<file path="config.mk">
export PLATFORM = sky130hd
export DESIGN_NAME = imem_program_loader
export DESIGN_NICKNAME = d
export VERILOG_FILES = /design/src/rtl/imem_program_loader.sv
export SDC_FILE = /design/constraint.sdc
export NUM_CORES = 1
export LEC_CHECK = 0
export ABC_AREA = 0
export CELL_PAD_IN_SITES_DETAIL_PLACEMENT = 0
export CELL_PAD_IN_SITES_GLOBAL_PLACEMENT = 1
export CORE_ASPECT_RATIO = 0.8
export CORE_MARGIN = 2
export CORE_UTILIZATION = 31
export CTS_BUF_LIST = sky130_fd_sc_hd__clkbuf_16
export DETAILED_ROUTE_END_ITERATION = 8
export PLACE_DENSITY = 0.86
export SYNTH_ARGS = -nofsm -noshare
export SYNTH_HDL_FRONTEND = slang
export SYNTH_SLANG_ARGS = --single-unit
</file>
<file path="constraint.sdc">
create_clock -name clk -period 3.4 [get_ports clk]
set_input_delay 0.34 -clock clk [delete_from_list [all_inputs] [get_ports clk]]
set_output_delay 0.34 -clock clk [all_outputs]
set_load 0.02 [all_outputs]
</file>
<file path="src/rtl/imem_program_loader.sv">
// imem_program_loader: streams a program image into instruction memory, then releases the core.
// Latency: each accepted word is written in the same cycle; cpu_enable rises on the edge of the last handshake (or after read-back).
// Backpressure: s_ready is high only in LOAD; words beyond num_words are never accepted.
//
// Ports:
//   clk, arst            - clock and asynchronous active-high reset
//   start, num_words     - begin a load of num_words words (sampled in IDLE only)
//   halt                 - leave RUN, return to IDLE
//   s_valid/s_ready/s_data - instruction word stream
//   addr_ext, wen_ext, ren_ext, wdata_ext, rdata_ext - instruction memory external port
//   cpu_enable, busy, done, error, checksum - core enable and status
//
// Optional macro IMEM_LOADER_VERIFY_EN adds a VERIFY state that reads the image back
// and compares its sum against the load checksum before enabling the core.
module imem_program_loader #(
   parameter int unsigned IMEM_WORDS = 512,
   parameter logic [63:0] BASE_ADDR  = 64'd0
) (
   input  logic        clk,
   input  logic        arst,
   input  logic        start,
   input  logic [9:0]  num_words,
   input  logic        halt,
   input  logic        s_valid,
   input  logic [31:0] s_data,
   output logic        s_ready,
   output logic [63:0] addr_ext,
   output logic        wen_ext,
   output logic        ren_ext,
   output logic [31:0] wdata_ext,
   input  logic [31:0] rdata_ext,
   output logic        cpu_enable,
   output logic        busy,
   output logic        done,
   output logic        error,
   output logic [31:0] checksum
);

   localparam logic [10:0] MAX_WORDS = 11'(IMEM_WORDS);

   typedef enum logic [1:0] {
      ST_IDLE   = 2'd0,
      ST_LOAD   = 2'd1,
`ifdef IMEM_LOADER_VERIFY_EN
      ST_VERIFY = 2'd2,
`endif
      ST_RUN    = 2'd3
   } state_t;

   state_t      state_q, state_d;
   logic [9:0]  cnt_q, cnt_d;
   logic [9:0]  num_q, num_d;
   logic        error_q, error_d;
   logic [31:0] checksum_q, checksum_d;
   logic        cpu_enable_q, cpu_enable_d;
   logic        done_q, done_d;
   logic        busy_q, busy_d;

   logic        s_ready_c;
   logic        wen_c;
   logic [63:0] addr_c;
   logic [31:0] wdata_c;

`ifdef IMEM_LOADER_VERIFY_EN
   // Read-back pass: vcnt walks 0..num; reads issue for vcnt<num, data for
   // read k arrives at vcnt==k+1 because the memory has one cycle of latency.
   logic [9:0]  vcnt_q, vcnt_d;
   logic [31:0] vsum_q, vsum_d;
   logic        ren_c;
   logic [31:0] vsum_final;
   assign vsum_final = vsum_q + rdata_ext;
`else
   logic unused_rdata;
   assign unused_rdata = ^rdata_ext;
`endif

   always_comb begin
      state_d    = state_q;
      cnt_d      = cnt_q;
      num_d      = num_q;
      error_d    = error_q;
      checksum_d = checksum_q;
      s_ready_c  = 1'b0;
      wen_c      = 1'b0;
      addr_c     = 64'd0;
      wdata_c    = 32'd0;
`ifdef IMEM_LOADER_VERIFY_EN
      vcnt_d     = vcnt_q;
      vsum_d     = vsum_q;
      ren_c      = 1'b0;
`endif

      case (state_q)
         ST_IDLE: begin
            if (start) begin
               if ((num_words == 10'd0) || ({1'b0, num_words} > MAX_WORDS)) begin
                  // Illegal length: flag it, stay idle, leave memory untouched.
                  error_d = 1'b1;
               end else begin
                  num_d      = num_words;
                  cnt_d      = 10'd0;
                  checksum_d = 32'd0;
                  error_d    = 1'b0;
                  state_d    = ST_LOAD;
               end
            end
         end

         ST_LOAD: begin
            s_ready_c = 1'b1;
            addr_c    = BASE_ADDR + {52'd0, cnt_q, 2'b00};
            if (s_valid) begin
               wen_c      = 1'b1;
               wdata_c    = s_data;
               cnt_d      = cnt_q + 10'd1;
               checksum_d = checksum_q + s_data;
               if (cnt_q == num_q - 10'd1) begin
`ifdef IMEM_LOADER_VERIFY_EN
                  vcnt_d  = 10'd0;
                  vsum_d  = 32'd0;
                  state_d = ST_VERIFY;
`else
                  state_d = ST_RUN;
`endif
               end
            end
         end

`ifdef IMEM_LOADER_VERIFY_EN
         ST_VERIFY: begin
            if (vcnt_q < num_q) begin
               ren_c  = 1'b1;
               addr_c = BASE_ADDR + {52'd0, vcnt_q, 2'b00};
            end
            if (vcnt_q != 10'd0) begin
               vsum_d = vsum_final;
            end
            vcnt_d = vcnt_q + 10'd1;
            if (vcnt_q == num_q) begin
               // Last read data is in flight this cycle; compare including it.
               if (vsum_final == checksum_q) begin
                  state_d = ST_RUN;
               end else begin
                  error_d = 1'b1;
                  state_d = ST_IDLE;
               end
            end
         end
`endif

         ST_RUN: begin
            if (halt) begin
               state_d = ST_IDLE;
            end
         end

         default: begin
            state_d = ST_IDLE;
         end
      endcase

      // Status outputs are registered from the next state so they line up
      // with the state register itself.
      cpu_enable_d = (state_d == ST_RUN);
      done_d       = (state_d == ST_RUN);
`ifdef IMEM_LOADER_VERIFY_EN
      busy_d       = (state_d == ST_LOAD) || (state_d == ST_VERIFY);
`else
      busy_d       = (state_d == ST_LOAD);
`endif
   end

   always_ff @(posedge clk or posedge arst) begin
      if (arst) begin
         state_q      <= ST_IDLE;
         cnt_q        <= 10'd0;
         num_q        <= 10'd0;
         error_q      <= 1'b0;
         checksum_q   <= 32'd0;
         cpu_enable_q <= 1'b0;
         done_q       <= 1'b0;
         busy_q       <= 1'b0;
`ifdef IMEM_LOADER_VERIFY_EN
         vcnt_q       <= 10'd0;
         vsum_q       <= 32'd0;
`endif
      end else begin
         state_q      <= state_d;
         cnt_q        <= cnt_d;
         num_q        <= num_d;
         error_q      <= error_d;
         checksum_q   <= checksum_d;
         cpu_enable_q <= cpu_enable_d;
         done_q       <= done_d;
         busy_q       <= busy_d;
`ifdef IMEM_LOADER_VERIFY_EN
         vcnt_q       <= vcnt_d;
         vsum_q       <= vsum_d;
`endif
      end
   end

   assign s_ready    = s_ready_c;
   assign wen_ext    = wen_c;
   assign addr_ext   = addr_c;
   assign wdata_ext  = wdata_c;
`ifdef IMEM_LOADER_VERIFY_EN
   assign ren_ext    = ren_c;
`else
   assign ren_ext    = 1'b0;
`endif
   assign cpu_enable = cpu_enable_q;
   assign done       = done_q;
   assign busy       = busy_q;
   assign error      = error_q;
   assign checksum   = checksum_q;

endmodule
</file>
==> impl_results.rst, run 1 <==
.. list-table::
   :header-rows: 1

   * - Metric
     - Value
   * - Die outline width
     - around 140 µm
   * - Post-layout nets
     - 822
   * - Worst Setup Start Kind
     - input pin
   * - Sequential-to-total area share from yosys stat
     - 29.3%
   * - Distinct cell type count after synthesis
     - 62
   * - Most used standard cells in the synthesized netlist
     - o21ai_0, nand2_1, buf_4, dfrtp_1, and3_1
   * - Net switching power figure
     - 2.51 mW
   * - Initial Util
     - 32.1%
   * - Share of flip-flops with an asynchronous set or reset
     - between 90% and 100%
   * - Area growth from synthesis to layout
     - 32.6%
   * - Remaining routing DRC violations
     - 0
   * - Post-synthesis area per instance
     - around 8.4 µm²
   * - Worst hold slack across all endpoints
     - approximately 500 ps
   * - GP Congestion
     - ~0.85
   * - Pint
     - between 3 and 4 mW
   * - Maximum root-to-sink buffer count
     - 2
   * - Die boundary height
     - about 120 µm
   * - Type of element capturing the critical path
     - flop
   * - Maximum vdd ir drop
     - 0.306 mV
   * - Final Max Tran Viols
     - 0
   * - Final critical-path required period
     - ~3000 ps
   * - CTS-repair resized insts
     - 0
   * - Latest clock arrival within the worst-skew pair
     - ~320 ps
   * - Worst slew margin
     - 48.1%
   * - Leakage power figure
     - approximately 2.9 nW
   * - Total Routing Usage GR
     - 16.6%
   * - Combinational share of power
     - slightly above 60%
   * - Buffer cell driving the clock tree root
     - clkbuf_16
   * - Post-synthesis cell type with the largest combined area
     - dfrtp_1
   * - Flip-flop and latch count after synthesis
     - 57
   * - Largest net degree at the start of global routing
     - a little under 60
   * - Largest cells by area after synthesis
     - dfrtp_1, buf_4, ha_1
   * - Detailed-route wire length
     - about 14 mm
   * - Worst Path Class, Setup
     - in -> reg
   * - Hold Vio Cnt, Final
     - 0
   * - Global-route met3 utilization
     - approximately 4.2%
   * - Data arrival at the endpoint of the critical path
     - ~3200 ps
   * - Layout cell share with drive strength beyond 1
     - around 7%
   * - Top FF cell, synth
     - dfrtp_1
   * - Top fanout value on the critical path
     - 4
   * - Max Cap Violations
     - 0
   * - Post-route core utilization
     - 42.6%
   * - Final Skew
     - 6.74 ps
   * - Number of hold buffers added after CTS
     - 0
   * - Total negative slack for setup checks
     - 0 ps
   * - Number of global-route vias before repair
     - just over 4000
   * - Required time at the endpoint of the critical path
     - between 3000 and 4000 ps
   * - Number of nets with antenna violations after routing
     - 0
   * - Number of post-CTS setup repair buffers
     - 0
   * - Detail Placement HPWL
     - approximately 10 mm
   * - Global-route wire length before repair
     - 21.9 mm
   * - Placed instance area
     - between 6000 and 7000 µm²
   * - Cell area after layout
     - roughly 6500 µm²
   * - Total clock buffers created by CTS
     - 9
   * - Min-delay worst type
     - reg -> reg
   * - Sequential fraction of design power
     - 22.5%
   * - Unrepaired setup endpoints after global routing
     - false
   * - Global Route met1 Usage
     - about a quarter
   * - IO Count
     - approximately 210
   * - Antenna cells
     - 0
   * - Placeable core region
     - approximately 15000 µm²
   * - Netlist area before placement
     - ~4900 µm²
   * - Switching power share of the total
     - approximately 45%
   * - Share of total power in the clock network
     - approximately 16%
   * - Placement Rows
     - 40
   * - CTS tree
     - yes
   * - H-tree levels
     - 3
   * - Worst setup slack after placement
     - ~92 ps
   * - Dominant cell by count in the synthesized netlist
     - o21ai_0
   * - GR Util met2
     - 25.1%
   * - Die area
     - 16700 µm²
   * - Total power consumption of the routed design
     - between 5 and 6 mW
   * - Fraction of post-synthesis cell area in the top cell type by area
     - a little under 30%
   * - F_max
     - between 300 and 400 MHz
   * - Initial antenna violation count
     - 0
   * - Post-placement cell count
     - 908
   * - Final setup violation count
     - 0
   * - Total number of clock tree sinks
     - 57
   * - Routing layer with the top usage in global route
     - met2
   * - EDFF count, synth
     - 0
   * - Routed len/inst
     - around 15 µm
   * - Port bufs
     - about 130
   * - Clock slew at the register clock pins of the worst setup and hold paths
     - 60 ps
   * - Per-cell via count in the routed design
     - roughly 4.8
   * - Count of yosys warnings during synthesis
     - 0
   * - DRC violation total after the first TritonRoute iteration
     - 220
   * - Crit path setup slack, layout
     - 356 ps
   * - P per Cell Area
     - 870 nW/µm²
   * - Transition time at the pin with the least slew margin
     - ~780 ps
   * - Number of iterations in the first detailed-routing pass
     - 5
   * - Final period util
     - just under 90%
   * - Overflow left after global routing
     - 0
   * - Number of cells produced by synthesis
     - 582
   * - Number of standard cells in the final layout excluding fillers
     - roughly 920
   * - Vias
     - 4455
   * - Result of the run
     - completed
-- cell families (layout without fill, tap and decap cells) --
group,after synthesis,in the layout,synth area share (%)
and+or+nand+nor,185,185,19.4
buffers and inverters,93,171,12.1
adders and majority gates,34,34,8.89
xor gates and xnor gates,37,37,6.66
DFF,57,57,29.3
muxes,11,11,2.49
AOI/OAI and AO/OA,164,164,21.1
other,1,55,0.0770
-- power groups by stage --
stage | Sequential (mW) | Combinational, mW | Clock (mW)
after floorplan | 1.45 | 2.13 | 0
after global placement | 1.27 | 3.40 | 0
after detailed placement | 1.28 | 3.43 | 0
after CTS | 1.27 | 3.45 | 0.943
after global routing | 1.32 | 3.81 | 0.972
final | 1.27 | 3.44 | 0.911
-- layout by cell type, fill, tap and decap left out, drive strengths merged, types with 6 or more instances in the layout --
cell,count
conb,55
nor2,25
and3,42
xor2,14
dfrtp,57
ha,33
clkbuf,9
nor3,10
a21oi,39
nand3,8
and2,13
mux2,9
xnor2,23
clkdlybuf4s50,126
inv,18
a21o,13
nand4,6
o31ai,6
o21ai,64
buf,11
nand2,60
-- routing by layer --
layer / vias up / share of wire (%)
li1: 2227 / -
met1: 2085 / 50
met2: 141 / 43
met3: 2 / 7.2
met4: 0 / 0.23
met5: - / 0
-- state kept, by name, indices dropped and copies added (netlist names) --
signal / cells
busy: 1
cnt_q: 10
state_q: 2
error: 1
checksum: 32
done: 1
num_q: 10
-- critical path, stage by stage --
cell and delay [ps]:
clkdlybuf4s50_1 430, ha_1 250, fa_1 410, a211oi_1 330, o211ai_1 190, a32o_1 340
nand4_1 170, nand4_1 210, a21boi_0 280, xor2_1 180, o21ai_0 90
-- final cells by class --
class / count / area (µm²)
Inverter: 18 / 70.1
Sequential cell: 57 / 1430
Fill cell: 1568 / 8710
Timing Repair Buffer: 137 / 1340
Clock buffer: 9 / 225
Multi-Input combinational cell: 486 / 3060
Tap cell: 210 / 263
Clock inverter: 7 / 71.3
-- worst paths after layout --
| path | start | cells after the start | slack [ps] | end |
|---|---|---|---|---|
| max | s_data[0] | 11 | 360 | checksum[26] |
| min | error | 2 | 500 | error |
| max reg2reg | checksum[0] | 10 | 430 | checksum[26] |
| min reg2reg | error | 2 | 500 | error |
| max in group asynchronous | arst | 3 | 2310 | checksum[29] |
| min in group asynchronous | arst | 3 | 560 | checksum[15] |
No activity file was read; power rests on OpenSTA's default activity.
==> inputs of run 2 (changes only) <==
--- a/config.mk
+++ b/config.mk
@@ -8,12 +8,13 @@
 export ABC_AREA = 0
 export CELL_PAD_IN_SITES_DETAIL_PLACEMENT = 0
 export CELL_PAD_IN_SITES_GLOBAL_PLACEMENT = 1
-export CORE_ASPECT_RATIO = 0.8
+export CORE_ASPECT_RATIO = 1.2
 export CORE_MARGIN = 2
 export CORE_UTILIZATION = 31
 export CTS_BUF_LIST = sky130_fd_sc_hd__clkbuf_16
 export DETAILED_ROUTE_END_ITERATION = 8
 export PLACE_DENSITY = 0.86
+export SKIP_LAST_GASP = 1
 export SYNTH_ARGS = -nofsm -noshare
 export SYNTH_HDL_FRONTEND = slang
 export SYNTH_SLANG_ARGS = --single-unit
==> run 2 against run 1 <==
Non-clock buffer count increased by 1. Clock skew is 1.8 ps higher. Worst hold slack got worse by 15 ps. Critical path depth unchanged. Die area about the same. First-iteration DRC count shrank 14%.
==> impl_results.rst, run 2 (synthesis results as in run 1) <==
.. list-table::
   :header-rows: 1

   * - Metric
     - Value
   * - Number of cell instances on the worst register-to-register path
     - 10 (unchanged)
   * - Number of iterations in the first detailed-routing pass
     - 4 (-1)
   * - Post-route core utilization
     - 41.9% (-0.65 points)
   * - Largest net degree at the start of global routing
     - 46 (-21%)
   * - Die outline width
     - 118 µm (-18%)
   * - Placed instance area
     - 6180 µm² (+0.28%)
   * - Number of hold buffers added after CTS
     - 0 (unchanged)
   * - Total clock buffers created by CTS
     - 9 (unchanged)
   * - Maximum vdd ir drop
     - 0.227 mV (-26%)
   * - Type of element capturing the critical path
     - flop
   * - Required time at the endpoint of the critical path
     - 3610 ps (+30 ps)
   * - Per-cell via count in the routed design
     - 4.84 (+0.29%)
   * - Placement Rows
     - 50 (+25%)
   * - Final critical-path required period
     - 2970 ps (-73.6 ps)
   * - Result of the run
     - completed
   * - Flip-flop count of the largest register, all copies and words added
     - 32 (unchanged)
   * - Total number of clock tree sinks
     - 57 (unchanged)
   * - Launch instance of the worst register-to-register path
     - checksum[0]
   * - Clock slew at the register clock pins of the worst setup and hold paths
     - 60 ps (about the same)
   * - Die area
     - 16700 µm² (about the same)
   * - H-tree levels
     - 3 (unchanged)
   * - Post-layout nets
     - 823 (+0.12%)
   * - Total Routing Usage GR
     - 16.4% (-0.21 points)
   * - CTS tree
     - yes
   * - Leakage power figure
     - 2.90 nW (+1.0%)
   * - Cells traversed along the worst timing path
     - clkdlybuf4s50_1 -> ha_1 -> fa_1 -> a211oi_1 -> o211ai_1 -> a32o_1 -> nand4_1 -> nand4_1 -> a21boi_0 -> xor2_1 -> o21ai_0
   * - Hold Vio Cnt, Final
     - 0 (unchanged)
   * - Number of global-route vias before repair
     - 4303 (+3.9%)
   * - Detail Placement HPWL
     - 9.97 mm (-3.2%)
   * - Number of standard cells in the final layout excluding fillers
     - 923 (-0.11%)
   * - Initial antenna violation count
     - 0 (unchanged)
   * - Layout cell share with drive strength beyond 1
     - 7.13% (+0.13 points)
   * - Instance count on the critical path
     - 11 (unchanged)
   * - Final Skew
     - 8.55 ps (+1.81 ps)
   * - Global-route wire length before repair
     - 22.2 mm (+1.3%)
   * - Vias
     - 4463 (+0.18%)
   * - Port bufs
     - 126 (unchanged)
   * - Worst hold slack across all endpoints
     - 486 ps (-15.3 ps)
   * - Worst Setup Start Kind
     - input pin
   * - Buffer cell driving the clock tree root
     - clkbuf_16
   * - Remaining routing DRC violations
     - 0 (unchanged)
   * - Overflow left after global routing
     - 0 (unchanged)
   * - Antenna cells
     - 0 (unchanged)
   * - Destination of the critical timing path
     - checksum[26]
   * - DRC violation total after the first TritonRoute iteration
     - 190 (-14%)
   * - Maximum root-to-sink buffer count
     - 2 (unchanged)
   * - Worst setup path startpoint
     - s_data[0]
   * - Placeable core region
     - 15500 µm² (+2.3%)
   * - Initial Util
     - 31.4% (-0.72 points)
   * - Most common cell after layout, fill and taps aside
     - clkdlybuf4s50_1
   * - Total negative slack for setup checks
     - 0 ps (unchanged)
   * - Worst slew margin
     - 46.5% (-1.7 points)
   * - Routed len/inst
     - 14.6 µm (-2.0%)
   * - Final period util
     - 87.4% (-2.2 points)
   * - Unrepaired setup endpoints after global routing
     - false
   * - Buffering stage count on the worst path with inverters included
     - 1 (unchanged)
   * - Transition time at the pin with the least slew margin
     - 802 ps (+23.6 ps)
   * - Die boundary height
     - 141 µm (+22%)
   * - Worst reg-to-reg setup slack
     - 530 ps (+100 ps)
   * - Most Frequent Cell on Critical Path
     - nand4_1
   * - Number of nets with antenna violations after routing
     - 0 (unchanged)
   * - Top fanout value on the critical path
     - 4 (unchanged)
   * - IO Count
     - 214 (unchanged)
   * - Capture instance of the worst register-to-register path
     - checksum[26]
   * - Final Max Tran Viols
     - 0 (unchanged)
   * - Post-placement cell count
     - 907 (-0.11%)
   * - Min-delay worst type
     - in -> async
   * - Worst Path Class, Setup
     - in -> reg
   * - Detailed-route wire length
     - 13.5 mm (-2.1%)
   * - Delay of the slowest cell on the worst path
     - 460 ps (+30 ps)
   * - Most frequent cells in the layout
     - clkdlybuf4s50_1, o21ai_0, nand2_1, dfrtp_1, conb_1
   * - F_max
     - 337 MHz (+2.5%)
   * - Cell area after layout
     - 6510 µm² (+0.76%)
   * - Cell type group with the largest total delay on the critical path
     - compound AO/OA/AOI/OAI gates
   * - P per Cell Area
     - 874 nW/µm² (+0.48%)
   * - Number of post-CTS setup repair buffers
     - 0 (unchanged)
   * - GP Congestion
     - 0.854 (+0.73%)
   * - Data arrival at the endpoint of the critical path
     - 3180 ps (-50 ps)
   * - Final setup violation count
     - 0 (unchanged)
   * - CTS-repair resized insts
     - 0 (unchanged)
   * - Cell type of the slowest stage on the worst timing path
     - clkdlybuf4s50_1
   * - Max Cap Violations
     - 0 (unchanged)
   * - Latest clock arrival within the worst-skew pair
     - 330 ps (about the same)
   * - Area growth from synthesis to layout
     - 33.6%
## run 2: changes by cell type in the layout (fill, tap and decap cells not counted), sizes merged
cell,delta
clkinvlp,-2
buf,+1
clkinv,-1
inv,+2
bufinv,+1
## run 2: worst min-delay path by stage
stage	cells past startpoint	slack [ps]	endpoint	from
floorplan	2	470	num_q[9]	num_words[9]
global placement	2	490	checksum[19]	checksum[19]
detailed placement	2	500	error	error
CTS	2	510	checksum[15]	checksum[15]
global route	2	550	checksum[25]	checksum[25]
finish	2	490	checksum[28]	arst
## run 2: per-stage QoR
step	power, mW	setup WS (ps)
final	5.69	430
after detailed placement	4.69	36.4
after floorplan	3.58	751
after global placement	4.66	61.9
after global routing	6.16	197
after CTS	5.75	391
## run 2: where the power goes
part	switching [mW]	leakage [nW]	internal, mW
Clock	0.362	0.157	0.649
Sequential	0.285	0.699	0.971
Combinational	1.85	2.04	1.57
## run 2: final cells by class
type	count	area [µm²]
fill	1618	9010
multi-input combinational	486	3060
sequential	57	1430
timing repair buffer	138	1360
tap	208	260
clock buffer	9	225
clock inverter	7	103
inverter	18	70.1
## run 2: routing by layer
metal	vias to the layer above	wire length, µm	track usage (%)	part of all wire, %
met5	-	0	0	0
met2	134	6780	29.4	50
met4	0	206	5.33	1.5
met1	2074	5830	19.7	43
met3	15	642	3.09	4.8
li1	2240	-	-	-
## run 2: worst reg2reg max path: cells and delay by family, from the launching register on
kind            cells  cell delay (ps)
fa+ha+maj           2              640
simple gates        2              360
compound gates      5             1190
flops               1              400
xor+xnor            1              160
==> inputs of run 3 (changes only) <==
--- a/config.mk
+++ b/config.mk
@@ -10,10 +10,11 @@
 export CELL_PAD_IN_SITES_GLOBAL_PLACEMENT = 1
 export CORE_ASPECT_RATIO = 1.2
 export CORE_MARGIN = 2
-export CORE_UTILIZATION = 31
+export CORE_UTILIZATION = 46
 export CTS_BUF_LIST = sky130_fd_sc_hd__clkbuf_16
 export DETAILED_ROUTE_END_ITERATION = 8
-export PLACE_DENSITY = 0.86
+export DONT_BUFFER_PORTS = 1
+export PLACE_DENSITY = 0.84
 export SKIP_LAST_GASP = 1
 export SYNTH_ARGS = -nofsm -noshare
 export SYNTH_HDL_FRONTEND = slang
==> run 3 against run 2 <==
Setup slack worse by 130 ps. Non-clock buffer count is 133 lower. Die area is 32% lower.
==> impl_results.rst, run 3 (synthesis results as in run 1) <==
.. list-table::
   :header-rows: 1

   * - Metric
     - Value
   * - Most frequent cells in the layout
     - o21ai_0, nand2_1, dfrtp_1, conb_1, and3_1
   * - Global-route wire length before repair
     - 18.9 mm (-15%)
   * - Number of global-route vias before repair
     - 3761 (-13%)
   * - Result of the run
     - completed
   * - Die boundary height
     - 117 µm (-17%)
   * - Flip-flop count of the largest register, all copies and words added
     - 32 (unchanged)
   * - Top fanout value on the critical path
     - 4 (unchanged)
   * - DRC violation total after the first TritonRoute iteration
     - 162 (-15%)
   * - Max Cap Violations
     - 0 (unchanged)
   * - Crit path setup slack, layout
     - 303 ps (-127 ps)
   * - Leakage power figure
     - 2.39 nW (-18%)
   * - Overflow left after global routing
     - 0 (unchanged)
   * - Number of hold buffers added after CTS
     - 0 (unchanged)
   * - Transition time at the pin with the least slew margin
     - 753 ps (-49.2 ps)
   * - Antenna cells
     - 0 (unchanged)
   * - Per-cell via count in the routed design
     - 5.62 (+16%)
   * - Die area
     - 11400 µm² (-32%)
   * - Worst setup slack after placement
     - 309 ps (+273 ps)
   * - CTS-repair resized insts
     - 0 (unchanged)
   * - Final critical-path required period
     - 3100 ps (+127 ps)
   * - Detail Placement HPWL
     - 8.83 mm (-11%)
   * - Total Routing Usage GR
     - 20.6% (+4.3 points)
   * - Min-delay worst type
     - in -> async
   * - Placeable core region
     - 10400 µm² (-33%)
   * - F_max
     - 323 MHz (-4.1%)
   * - Final setup violation count
     - 0 (unchanged)
   * - Final Max Tran Viols
     - 0 (unchanged)
   * - Maximum vdd ir drop
     - 0.401 mV (+76%)
   * - Hold Vio Cnt, Final
     - 0 (unchanged)
   * - Worst Path Class, Setup
     - reg -> reg
   * - Required time at the endpoint of the critical path
     - 3600 ps (about the same)
   * - Clock slew at the register clock pins of the worst setup and hold paths
     - 60 ps (about the same)
   * - Total number of clock tree sinks
     - 57 (unchanged)
   * - Area growth from synthesis to layout
     - 4.52%
   * - Type of element capturing the critical path
     - flop
   * - Number of cell instances on the worst register-to-register path
     - 10 (unchanged)
   * - Total clock buffers created by CTS
     - 9 (unchanged)
   * - Worst slew margin
     - 49.7% (+3.3 points)
   * - Maximum root-to-sink buffer count
     - 2 (unchanged)
   * - Port bufs
     - 0 (-100%)
   * - Vias
     - 3993 (-11%)
   * - Buffer cell driving the clock tree root
     - clkbuf_16
   * - Post-layout nets
     - 690 (-16%)
   * - Remaining routing DRC violations
     - 0 (unchanged)
   * - Placement Rows
     - 41 (-18%)
   * - IO Count
     - 214 (unchanged)
   * - Number of iterations in the first detailed-routing pass
     - 4 (unchanged)
   * - Data arrival at the endpoint of the critical path
     - 3300 ps (+120 ps)
   * - Initial antenna violation count
     - 0 (unchanged)
   * - Final Skew
     - 6.00 ps (-2.55 ps)
   * - Routed len/inst
     - 16.7 µm (+15%)
   * - Initial Util
     - 46.7% (+15 points)
   * - Detailed-route wire length
     - 11.9 mm (-12%)
   * - P per Cell Area
     - 997 nW/µm² (+14%)
   * - Unrepaired setup endpoints after global routing
     - false
   * - Die outline width
     - 97.9 µm (-17%)
   * - CTS tree
     - yes
   * - Number of nets with antenna violations after routing
     - 0 (unchanged)
   * - Final period util
     - 91.1% (+3.7 points)
   * - Largest net degree at the start of global routing
     - 46 (unchanged)
   * - Total negative slack for setup checks
     - 0 ps (unchanged)
   * - Layout cell share with drive strength beyond 1
     - 7.22% (+0.084 points)
   * - GP Congestion
     - 0.932 (+9.1%)
   * - Worst Setup Start Kind
     - flop
   * - Most common cell after layout, fill and taps aside
     - o21ai_0
   * - H-tree levels
     - 3 (unchanged)
   * - Latest clock arrival within the worst-skew pair
     - 330 ps (about the same)
   * - Number of post-CTS setup repair buffers
     - 0 (unchanged)
-- run 3: changes by cell type in the layout (fill, tap and decap cells not counted) --
cell	previous run	this run
inv_1	16	17
bufinv_16	2	3
buf_12	1	0
buf_4	11	5
clkinv_1	0	1
clkinv_2	0	1
clkdlybuf4s50_1	126	0
inv_6	2	0
clkinv_4	2	0
-- run 3: final cells by class --
cell class	count	area [µm²]
clock inverters	7	110
well taps	129	161
repair buffers	5	37.5
flip-flops and latches	57	1430
multi-input cells	486	3060
fillers	995	5330
clock buffers	9	225
inverters	18	70.1
-- run 3: power by group --
| part | internal (mW) | switching, mW |
|---|---|---|
| Clock | 0.709 | 0.337 |
| Combinational | 1.03 | 1.45 |
| Sequential | 0.967 | 0.576 |
-- run 3: path summary, 6_finish.rpt --
kind                              startpoint            to  slack [ps]
worst max-delay path             checksum[0]  checksum[26]         300
worst min-delay path                    arst  checksum[13]          20
worst max register to register   checksum[0]  checksum[26]         300
worst min register to register      cnt_q[9]      cnt_q[9]         540
max in group asynchronous               arst      cnt_q[1]        2560
min in group clk                num_words[9]      num_q[9]         140
-- run 3: worst max-delay path, stage by stage (launching register included) --
cell,delay [ps]
dfrtp_1,470
ha_1,280
fa_1,430
a211oi_1,330
o211ai_1,180
a32o_1,340
nand4_1,160
nand4_1,180
a21boi_0,360
xor2_1,170
o21ai_0,80
-- run 3: layer usage --
layer | track usage [%] | wire length [µm] | vias to the layer above
met1 | 24.3 | 4860 | 1868
met3 | 5.98 | 875 | 24
li1 | - | - | 1958
met4 | 7.78 | 248 | 0
met2 | 35.8 | 5890 | 143
met5 | 0 | 0 | -
-- run 3: metrics by stage --
stage	instances	power [mW]	instance area [µm²]	util [%]	hold slack [ps]
detailed placement	695	4.03	4750	45.6	410
CTS	711	5.10	5090	48.9	51.8
finish	711	5.07	5090	48.9	20.4
global route	711	5.49	5090	48.9	89.1
global placement	695	3.97	4750	45.6	402
floorplan	636	3.58	5070	-	467
